## src/rtl/axi_lite_mem_responder.sv

```systemverilog
// AXI4-Lite slave backed by a small word-addressed register memory, with byte strobes,
// a configurable read latency, SLVERR on out-of-range accesses and transaction counters.
module axi_lite_mem_responder #(
  parameter int unsigned C_S_AXI_DATA_WIDTH = 32,
  parameter int unsigned C_S_AXI_ADDR_WIDTH = 8,
  parameter int unsigned MEM_DEPTH          = 16,
  parameter int unsigned RD_LATENCY         = 2
) (
  input  logic                            ACLK,
  input  logic                            ARESET,
  input  logic [C_S_AXI_ADDR_WIDTH-1:0]   S_AXI_AWADDR,
  input  logic [2:0]                      S_AXI_AWPROT,
  input  logic                            S_AXI_AWVALID,
  output logic                            S_AXI_AWREADY,
  input  logic [C_S_AXI_DATA_WIDTH-1:0]   S_AXI_WDATA,
  input  logic [C_S_AXI_DATA_WIDTH/8-1:0] S_AXI_WSTRB,
  input  logic                            S_AXI_WVALID,
  output logic                            S_AXI_WREADY,
  output logic [1:0]                      S_AXI_BRESP,
  output logic                            S_AXI_BVALID,
  input  logic                            S_AXI_BREADY,
  input  logic [C_S_AXI_ADDR_WIDTH-1:0]   S_AXI_ARADDR,
  input  logic [2:0]                      S_AXI_ARPROT,
  input  logic                            S_AXI_ARVALID,
  output logic                            S_AXI_ARREADY,
  output logic [C_S_AXI_DATA_WIDTH-1:0]   S_AXI_RDATA,
  output logic [1:0]                      S_AXI_RRESP,
  output logic                            S_AXI_RVALID,
  input  logic                            S_AXI_RREADY,
  output logic [15:0]                     WR_COUNT,
  output logic [15:0]                     RD_COUNT,
  output logic [7:0]                      ERR_COUNT
);

  localparam int unsigned DW    = C_S_AXI_DATA_WIDTH;
  localparam int unsigned AW    = C_S_AXI_ADDR_WIDTH;
  localparam int unsigned IdxW  = AW - 2;
  localparam int unsigned SlotW = (MEM_DEPTH > 1) ? $clog2(MEM_DEPTH) : 1;
  localparam int unsigned StrbW = DW / 8;
  localparam logic [3:0]  LatLoad = (RD_LATENCY == 0) ? 4'd0 : 4'(RD_LATENCY - 1);
  localparam logic [1:0]  RespOkay   = 2'b00;
  localparam logic [1:0]  RespSlvErr = 2'b10;

  typedef enum logic {WIdle, WResp} w_state_e;
  typedef enum logic [1:0] {RIdle, RWait, RResp} r_state_e;

  logic [DW-1:0] mem_q [MEM_DEPTH];
  logic [DW-1:0] mem_d [MEM_DEPTH];

  // Write path state
  w_state_e         w_state_q, w_state_d;
  logic             aw_held_q, aw_held_d;
  logic             w_held_q, w_held_d;
  logic [IdxW-1:0]  awidx_q, awidx_d;
  logic [DW-1:0]    wdata_q, wdata_d;
  logic [StrbW-1:0] wstrb_q, wstrb_d;
  logic             awready_q, awready_d;
  logic             wready_q, wready_d;
  logic             bvalid_q, bvalid_d;
  logic [1:0]       bresp_q, bresp_d;
  logic             wr_in_range;

  // Read path state
  r_state_e         r_state_q, r_state_d;
  logic [IdxW-1:0]  aridx_q, aridx_d;
  logic [3:0]       rcnt_q, rcnt_d;
  logic             arready_q, arready_d;
  logic             rvalid_q, rvalid_d;
  logic [DW-1:0]    rdata_q, rdata_d;
  logic [1:0]       rresp_q, rresp_d;
  logic [IdxW-1:0]  rd_idx;
  logic             rd_in_range;
  logic             rd_sample;

  logic [15:0] wr_count_q, wr_count_d;
  logic [15:0] rd_count_q, rd_count_d;
  logic [7:0]  err_count_q, err_count_d;
  logic [9:0]  err_sum;

  logic aw_hs, w_hs, ar_hs, b_hs, r_hs;

  assign aw_hs = S_AXI_AWVALID & awready_q;
  assign w_hs  = S_AXI_WVALID & wready_q;
  assign ar_hs = S_AXI_ARVALID & arready_q;
  assign b_hs  = bvalid_q & S_AXI_BREADY;
  assign r_hs  = rvalid_q & S_AXI_RREADY;

  logic unused_ok;
  assign unused_ok = ^{S_AXI_AWPROT, S_AXI_ARPROT, S_AXI_AWADDR[1:0], S_AXI_ARADDR[1:0]};

  // Write FSM: AW and W latch independently; the commit uses a channel accepted on this same edge.
  always_comb begin
    w_state_d   = w_state_q;
    aw_held_d   = aw_held_q;
    w_held_d    = w_held_q;
    awidx_d     = awidx_q;
    wdata_d     = wdata_q;
    wstrb_d     = wstrb_q;
    bvalid_d    = bvalid_q;
    bresp_d     = bresp_q;
    mem_d       = mem_q;
    wr_in_range = 1'b0;
    unique case (w_state_q)
      WIdle: begin
        if (aw_hs) begin
          aw_held_d = 1'b1;
          awidx_d   = S_AXI_AWADDR[AW-1:2];
        end
        if (w_hs) begin
          w_held_d = 1'b1;
          wdata_d  = S_AXI_WDATA;
          wstrb_d  = S_AXI_WSTRB;
        end
        wr_in_range = 32'(awidx_d) < MEM_DEPTH;
        if (aw_held_d && w_held_d) begin
          aw_held_d = 1'b0;
          w_held_d  = 1'b0;
          w_state_d = WResp;
          bvalid_d  = 1'b1;
          if (wr_in_range) begin
            bresp_d = RespOkay;
            for (int b = 0; b < int'(StrbW); b++) begin
              if (wstrb_d[b]) mem_d[awidx_d[SlotW-1:0]][8*b +: 8] = wdata_d[8*b +: 8];
            end
          end else begin
            bresp_d = RespSlvErr;
          end
        end
      end
      WResp: begin
        if (S_AXI_BREADY) begin
          bvalid_d  = 1'b0;
          w_state_d = WIdle;
        end
      end
      default: w_state_d = WIdle;
    endcase
    awready_d = (w_state_d == WIdle) && !aw_held_d;
    wready_d  = (w_state_d == WIdle) && !w_held_d;
  end

  // Read FSM: memory is sampled on the edge entering RResp, so a same-edge write is not seen.
  always_comb begin
    r_state_d   = r_state_q;
    aridx_d     = aridx_q;
    rcnt_d      = rcnt_q;
    rvalid_d    = rvalid_q;
    rdata_d     = rdata_q;
    rresp_d     = rresp_q;
    rd_sample   = 1'b0;
    rd_idx      = (r_state_q == RIdle) ? S_AXI_ARADDR[AW-1:2] : aridx_q;
    rd_in_range = 32'(rd_idx) < MEM_DEPTH;
    unique case (r_state_q)
      RIdle: begin
        if (ar_hs) begin
          aridx_d = S_AXI_ARADDR[AW-1:2];
          if (RD_LATENCY == 0) begin
            rd_sample = 1'b1;
          end else begin
            rcnt_d    = LatLoad;
            r_state_d = RWait;
          end
        end
      end
      RWait: begin
        if (rcnt_q == 4'd0) rd_sample = 1'b1;
        else rcnt_d = rcnt_q - 4'd1;
      end
      RResp: begin
        if (S_AXI_RREADY) begin
          rvalid_d  = 1'b0;
          r_state_d = RIdle;
        end
      end
      default: r_state_d = RIdle;
    endcase
    if (rd_sample) begin
      r_state_d = RResp;
      rvalid_d  = 1'b1;
      rdata_d   = rd_in_range ? mem_q[rd_idx[SlotW-1:0]] : '0;
      rresp_d   = rd_in_range ? RespOkay : RespSlvErr;
    end
    arready_d = (r_state_d == RIdle);
  end

  always_comb begin
    wr_count_d  = wr_count_q + 16'(b_hs);
    rd_count_d  = rd_count_q + 16'(r_hs);
    err_sum     = {2'b00, err_count_q} + 10'(b_hs && (bresp_q == RespSlvErr))
                + 10'(r_hs && (rresp_q == RespSlvErr));
    err_count_d = (err_sum > 10'd255) ? 8'hFF : err_sum[7:0];
  end

  always_ff @(posedge ACLK or posedge ARESET) begin
    if (ARESET) begin
      mem_q       <= '{default: '0};
      w_state_q   <= WIdle;
      aw_held_q   <= 1'b0;
      w_held_q    <= 1'b0;
      awidx_q     <= '0;
      wdata_q     <= '0;
      wstrb_q     <= '0;
      awready_q   <= 1'b0;
      wready_q    <= 1'b0;
      bvalid_q    <= 1'b0;
      bresp_q     <= RespOkay;
      r_state_q   <= RIdle;
      aridx_q     <= '0;
      rcnt_q      <= 4'd0;
      arready_q   <= 1'b0;
      rvalid_q    <= 1'b0;
      rdata_q     <= '0;
      rresp_q     <= RespOkay;
      wr_count_q  <= 16'd0;
      rd_count_q  <= 16'd0;
      err_count_q <= 8'd0;
    end else begin
      mem_q       <= mem_d;
      w_state_q   <= w_state_d;
      aw_held_q   <= aw_held_d;
      w_held_q    <= w_held_d;
      awidx_q     <= awidx_d;
      wdata_q     <= wdata_d;
      wstrb_q     <= wstrb_d;
      awready_q   <= awready_d;
      wready_q    <= wready_d;
      bvalid_q    <= bvalid_d;
      bresp_q     <= bresp_d;
      r_state_q   <= r_state_d;
      aridx_q     <= aridx_d;
      rcnt_q      <= rcnt_d;
      arready_q   <= arready_d;
      rvalid_q    <= rvalid_d;
      rdata_q     <= rdata_d;
      rresp_q     <= rresp_d;
      wr_count_q  <= wr_count_d;
      rd_count_q  <= rd_count_d;
      err_count_q <= err_count_d;
    end
  end

  assign S_AXI_AWREADY = awready_q;
  assign S_AXI_WREADY  = wready_q;
  assign S_AXI_BVALID  = bvalid_q;
  assign S_AXI_BRESP   = bresp_q;
  assign S_AXI_ARREADY = arready_q;
  assign S_AXI_RVALID  = rvalid_q;
  assign S_AXI_RDATA   = rdata_q;
  assign S_AXI_RRESP   = rresp_q;
  assign WR_COUNT      = wr_count_q;
  assign RD_COUNT      = rd_count_q;
  assign ERR_COUNT     = err_count_q;

endmodule

```

## config.mk

```make
export PLATFORM = sky130hd
export DESIGN_NAME = axi_lite_mem_responder
export DESIGN_NICKNAME = d
export VERILOG_FILES = /design/src/rtl/axi_lite_mem_responder.sv
export SDC_FILE = /design/constraint.sdc
export NUM_CORES = 2
export LEC_CHECK = 0
export BUFFER_PORTS_ARGS = -buffer_cell sky130_fd_sc_hd__clkbuf_2
export CAP_MARGIN = 25
export CORE_MARGIN = 2
export CORE_UTILIZATION = 65
export CTS_CLUSTER_SIZE = 24
export DETAILED_ROUTE_END_ITERATION = 8
export PLACE_DENSITY_LB_ADDON = 0.1
export REMOVE_ABC_BUFFERS = 1
export SLEW_MARGIN = 20
export SYNTH_ARGS = -nofsm -noshare
export SYNTH_HDL_FRONTEND = slang
export SYNTH_SLANG_ARGS = --single-unit
```

## constraint.sdc

```tcl
create_clock -name ACLK -period 29.5 [get_ports ACLK]
set_input_delay 2.95 -clock ACLK [delete_from_list [all_inputs] [get_ports ACLK]]
set_output_delay 2.95 -clock ACLK [all_outputs]
set_load 0.1 [all_outputs]
```

# Word level (Yosys, flattened, before mapping)

Index checks and enable logic that the tools add are counted.
Widths: inputs -> output; s select.

Word-level logic and storage cells: 149
Bits of input ports: 65
Bits in registers: 650
Output and inout bits: 81

$lt $le $gt $ge: 6
Bitwise operators: 9
Reductions and logical operators: 20
Mux-type cells: 65
Eq/ne operators: 8
Add/subtract/negate cells: 5

Operators by type and width:

| operator            | count |
|---|---|
| $mux 512            | 13 |
| $bwmux 512          | 4 |
| $demux 32 s4        | 4 |
| $mux 32             | 6 |
| $bmux 32 s4         | 1 |
| $add 16x1->16       | 2 |
| $mux 24             | 1 |
| $mux 6              | 3 |
| $mux 1              | 17 |
| $mux 16             | 1 |
| $mux 4              | 4 |
| $mux 8              | 2 |
| $lt 6x5->1 const B  | 2 |
| $add 9x1->10        | 1 |
| $ge 5x5->1 const B  | 2 |
| $gt 10x8->1 const B | 1 |
| $mux 2              | 5 |
| $not 4->5           | 2 |
| $add 8x1->9         | 1 |
| $ne 2x2->1 const B  | 4 |
| $pmux 4 s2          | 1 |
| $reduce_and 2->1    | 4 |
| $eq 2x2->1 const B  | 3 |
| $logic_and 1x1->1   | 6 |
| 12 further kinds    | 23 |

# Depth between registers and ports, before layout

Word-level depth: 25
Gate-level depth with buffers: 9
Gate-level depth less buffers: 8

# Least setup slack after synthesis

OpenSTA, ideal clock, no wires.

Path kind: input port to flip-flop
Start: input S_AXI_AWVALID
End: register mem_q[488] (netlist name)
Path buffers: 3
Setup time: 125 ps
Stages: 8
Data required time: 29,375 ps
Path slack: 24,561 ps
Data arrival time: 4,814 ps
Cells stage by stage: nand2_1 o31a_1 buf_2 or3_1 clkbuf_1 or3_1 buf_4 mux2_4

Word-level cells in the longest chain between the ends: 22
Elaborated cells on any way between the ends: 34
Classes of those cells: 3 x order compare; 26 x mux; 2 x bitwise; 3 x reduce/logical

Ends and longest elaborated chain:

| item                                                                | line | text |
|---|---|---|
| start, declared                                                     | 13   | `input logic S_AXI_AWVALID,` |
| $and 1x1->1 (*)                                                     | 82   | `assign aw_hs = S_AXI_AWVALID & awready_q;` |
| parallel branches: the longest is 21 deep, another holds $ge 5x5->1 | -    |  |
| end signal, assigned                                                | 218  | `mem_q <= mem_d;` |
| end, declared                                                       | 47   | `logic [DW-1:0] mem_q [MEM_DEPTH];` |

Mark *: on every way between the ends. The select of a mux whose other input is x is not followed.
A chain may end at the register's enable or synchronous reset.

# Worst setup path after layout

Start: input S_AXI_ARADDR[3]
End: register rdata_q[10] (netlist: S_AXI_RDATA[10])

Word-level cells in the longest chain between the ends: 6
Elaborated cells on any way between the ends: 7
Classes of those cells: 1 x order compare; 5 x mux; 1 x bitwise

Ends and longest elaborated chain:

| item                                       | line | text |
|---|---|---|
| start, declared                            | 22   | `input logic [C_S_AXI_ADDR_WIDTH-1:0] S_AXI_ARADDR,` |
| $mux 6 (*)                                 | 151  | `rd_idx = (r_state_q == RIdle) ? S_AXI_ARADDR[AW-1:2] : aridx_q;` |
| $not 4->5 (not written as such)            | 180  | `rdata_d = rd_in_range ? mem_q[rd_idx[SlotW-1:0]] : '0;` |
| $bmux 32 s4                                | 180  |  |
| $mux 32 (not written as such) (2 in a row) | 180  |  |
| $mux 32 (*)                                | 180  |  |
| end signal, assigned                       | 234  | `rdata_q <= rdata_d;` |
| end, declared                              | 69   | `logic [DW-1:0] rdata_q, rdata_d;` |

Every way passes the cells marked *; elsewhere a longest branch is shown, timed or not. The select of a mux whose other input is x is not followed.

==> results.tsv <==
stage	metric	value	unit
grt	global route total overflow	0	
die	FP Rows	80	
placement	RePlAce Congestion	0.842	
power	worst vdd ir	0.0809	mV
sta	clk_skew	0.0167	ns
final_layout	Util after Layout	72.4	%
cts	hold bufs inserted after CTS	0	
placement	port bufs	133	
final_layout	NumNets Final	2541	
yosys	post-synth cell types	57	
power	overall power	3.63	mW
yosys	area of the mapped netlist	0.0310	mm2
final_layout	Area Overhead vs Synth	10.8	%
yosys	synth top area cells	dfrtp_1 52%, mux2_2 21%, mux2i_1 6.8%	
cts	clk slew on worst S/H paths	0.06	ns
cts	H-tree Lvls	3	
yosys	Synth top area share	52.3	%
worst_setup_path	reg2reg path depth	6	
final_layout	ratio of cells with drive above 1 in the final layout	35.9	%
detailed_routing	routed vias/inst	6.67	
sta	final period utilization	21.0	%
die	die area	0.0495	mm2
detailed_routing	Detailed Route WL	80.7	mm
yosys	Yosys reg bits	648	
cts	CTS tree	built	
cts	maximum clock path buffer count	3	
yosys	Post-Synthesis Cells	2402	
sta	Final Hold Fails	0	
grt	Tot GR Track Use	33.1	%
worst_setup_path	Critical Path RT	30.03	ns
cts	CTS Root Cell	clkbuf_16	
sta	RSZ-0062 raised after global routing	false	
yosys	YS warnings	0	
die	Die Width	222	um
run_status	status	finished, final reports clean	
yosys	prevailing post-synth register cell	dfrtp_1	
yosys	Post-synth EDFFs	0	
worst_setup_path	Setup CP Type	in2reg	
die	initial core utilization	65.4	%
worst_hold_path	HP Class	reg2reg	
detailed_routing	First DRT Iteration DRCs	1719	
placement	# placed instances	3010	
yosys	Post-Syn Area per Cell	12.9	um2
detailed_routing	DR WL/cell	25.7	um
die	core area	0.0474	mm2
yosys	Post-synth top cells	648 x dfrtp_1, 573 x mux2_2, 210 x mux2i_1, 144 x and3_1, 131 x a211oi_1	
sta	slew of the pin with the lowest slew margin	1.11	ns
sta	max-slew violations	0	
grt	largest net degree at the start of global routing	178	
worst_setup_path	top fanout value on the critical path	69	
yosys	asr flop ratio synth	100	%
yosys	sequential area share after synthesis	52.3	%
placement	HPWL after detailed placement	47.1	mm
detailed_routing	Vias	20927	
worst_setup_path	CP startpoint kind	input pin	
power	Pleak	17.1	nW
grt	vias in the first global route	21447	
cts	CTS Buf Count	70	
yosys	post-synth top area cell	dfrtp_1	
job	MaxCap Viol Count	0	
worst_setup_path	Worst Setup End Kind	flop	
worst_setup_path	worst path arrival time	6.74	ns
sta	min cycle time layout	6.21	ns
die	Die Y-Extent	222	um
detailed_routing	Post-DRT Antenna Nets	0	
cts	clock sinks	648	
worst_hold_path	Worst Hold Depth	1	
detailed_routing	drc violations	0	
cts	# resized after CTS	0	
cts	postcts setup bufs	0	
grt	first-pass GRT wire length	125	mm
sta	Setup TNS	0	ns
grt	antenna violations before repair	8	
die	Boundary Pins	146	
sta	achievable frequency	0.161	GHz
final_layout	final cell count without fillers	3138	
cts	clk_lat worst skew	0.60	ns
sta	final setup vio count	0	
sta	Max-slew headroom	25.9	%
yosys	dominant cell by count in the synthesized netlist	dfrtp_1	
worst_setup_path	R2R setup slack	25.62	ns
power	PD cells	106	mW/mm2
detailed_routing	drt pass-1 iters	5	
-- cells by family (layout without fill, tap and decap cells) --
group	Yosys count	after routing	share of synthesized area [%]
AND/OR/NAND/NOR	421	421	7.45
adder cells (fa/ha/maj)	7	7	0.307
flip-flops	648	648	52.3
AO/OA/AOI/OAI	296	296	7.56
multiplexers	816	816	29.1
buffers and inverters	180	295	2.37
other	1	7	0.0121
XOR/XNOR	33	33	0.932
-- cells in the final DEF, fill, tap and decap left out, drive strengths merged, types with 5 or more instances in the layout --
master,n
mux2i,210
ha,6
a2111oi,45
xnor2,21
nand2b,8
o32ai,29
nor2,113
o21ai,16
nand4b,6
a211o,6
dfrtp,648
or3,7
mux2,606
clkinv,10
o31ai,6
nand3,31
a221o,29
xor2,12
a211oi,131
and2,10
o22ai,6
buf,31
and3,144
diode,5
a31oi,5
clkbuf,239
nand2,54
nor4,21
inv,12
a21oi,7
-- path summary, 6_finish.rpt --
path                                              from                          end
worst max-delay path                   S_AXI_ARADDR[3]  S_AXI_RDATA[10]$_DFFE_PP0P_
worst min-delay path            RD_COUNT[15]$_DFF_PP0_       RD_COUNT[15]$_DFF_PP0_
worst max register to register  r_state_q[1]$_DFF_PP0_  S_AXI_RDATA[10]$_DFFE_PP0P_
worst min register to register  RD_COUNT[15]$_DFF_PP0_       RD_COUNT[15]$_DFF_PP0_
max in group asynchronous                       ARESET  S_AXI_RDATA[15]$_DFFE_PP0P_
min in group asynchronous                       ARESET       WR_COUNT[15]$_DFF_PP0_
-- worst max-delay path, cell delays in order --
cell,delay [ns]
buf_4,0.51
or3b_4,0.74
nand2_4,0.59
buf_4,0.82
mux2i_1,0.21
a2111oi_0,0.56
a221o_1,0.22
-- sequential cells by signal, indices dropped and copies added, names as in the netlist, 2 cells and up --
| name | cells |
|---|---|
| r_state_q | 2 |
| awidx_q | 6 |
| ERR_COUNT | 8 |
| S_AXI_RDATA | 32 |
| WR_COUNT | 16 |
| mem_q | 512 |
| wdata_q | 32 |
| wstrb_q | 4 |
| rcnt_q | 4 |
| aridx_q | 6 |
| RD_COUNT | 16 |
-- stage by stage --
stage | cell area, um2 | hold slack (ns) | setup slack (ns)
4_1_cts | 34300 | 0.476 | 23.11
5_1_grt | 34300 | 0.493 | 23.16
3_5_place_dp | 32100 | 0.468 | 22.48
6_report | 34300 | 0.474 | 23.29
2_1_floorplan | 30300 | 0.456 | 8.39
3_3_place_gp | 32100 | 0.464 | 22.65
-- report_power, final --
group	total, mW	switching, mW	internal [mW]
Clock	0.846	0.345	0.500
Combinational	1.47	0.974	0.493
Sequential	1.32	0.177	1.14
-- final cells by class --
cell class                 instances  area (um2)
fill                            3215       13100
timing repair buffer             163         963
inverter                          11        48.8
clock buffer                     107        2030
antenna                            5        12.5
multi-input combinational       1575       14100
clock inverter                    14         151
sequential                       648       16200
tap                              615         769
-- routing by layer --
metal  GRT usage (%)  wire length [um]  up-vias
met5               0                50        -
met4            11.6              2630        8
met3            8.38              6440      156
met2            52.7             38000      766
met1            44.7             33500    10854
li1                -                 -     9143
Note: power is estimated with default switching activity, not from simulation.
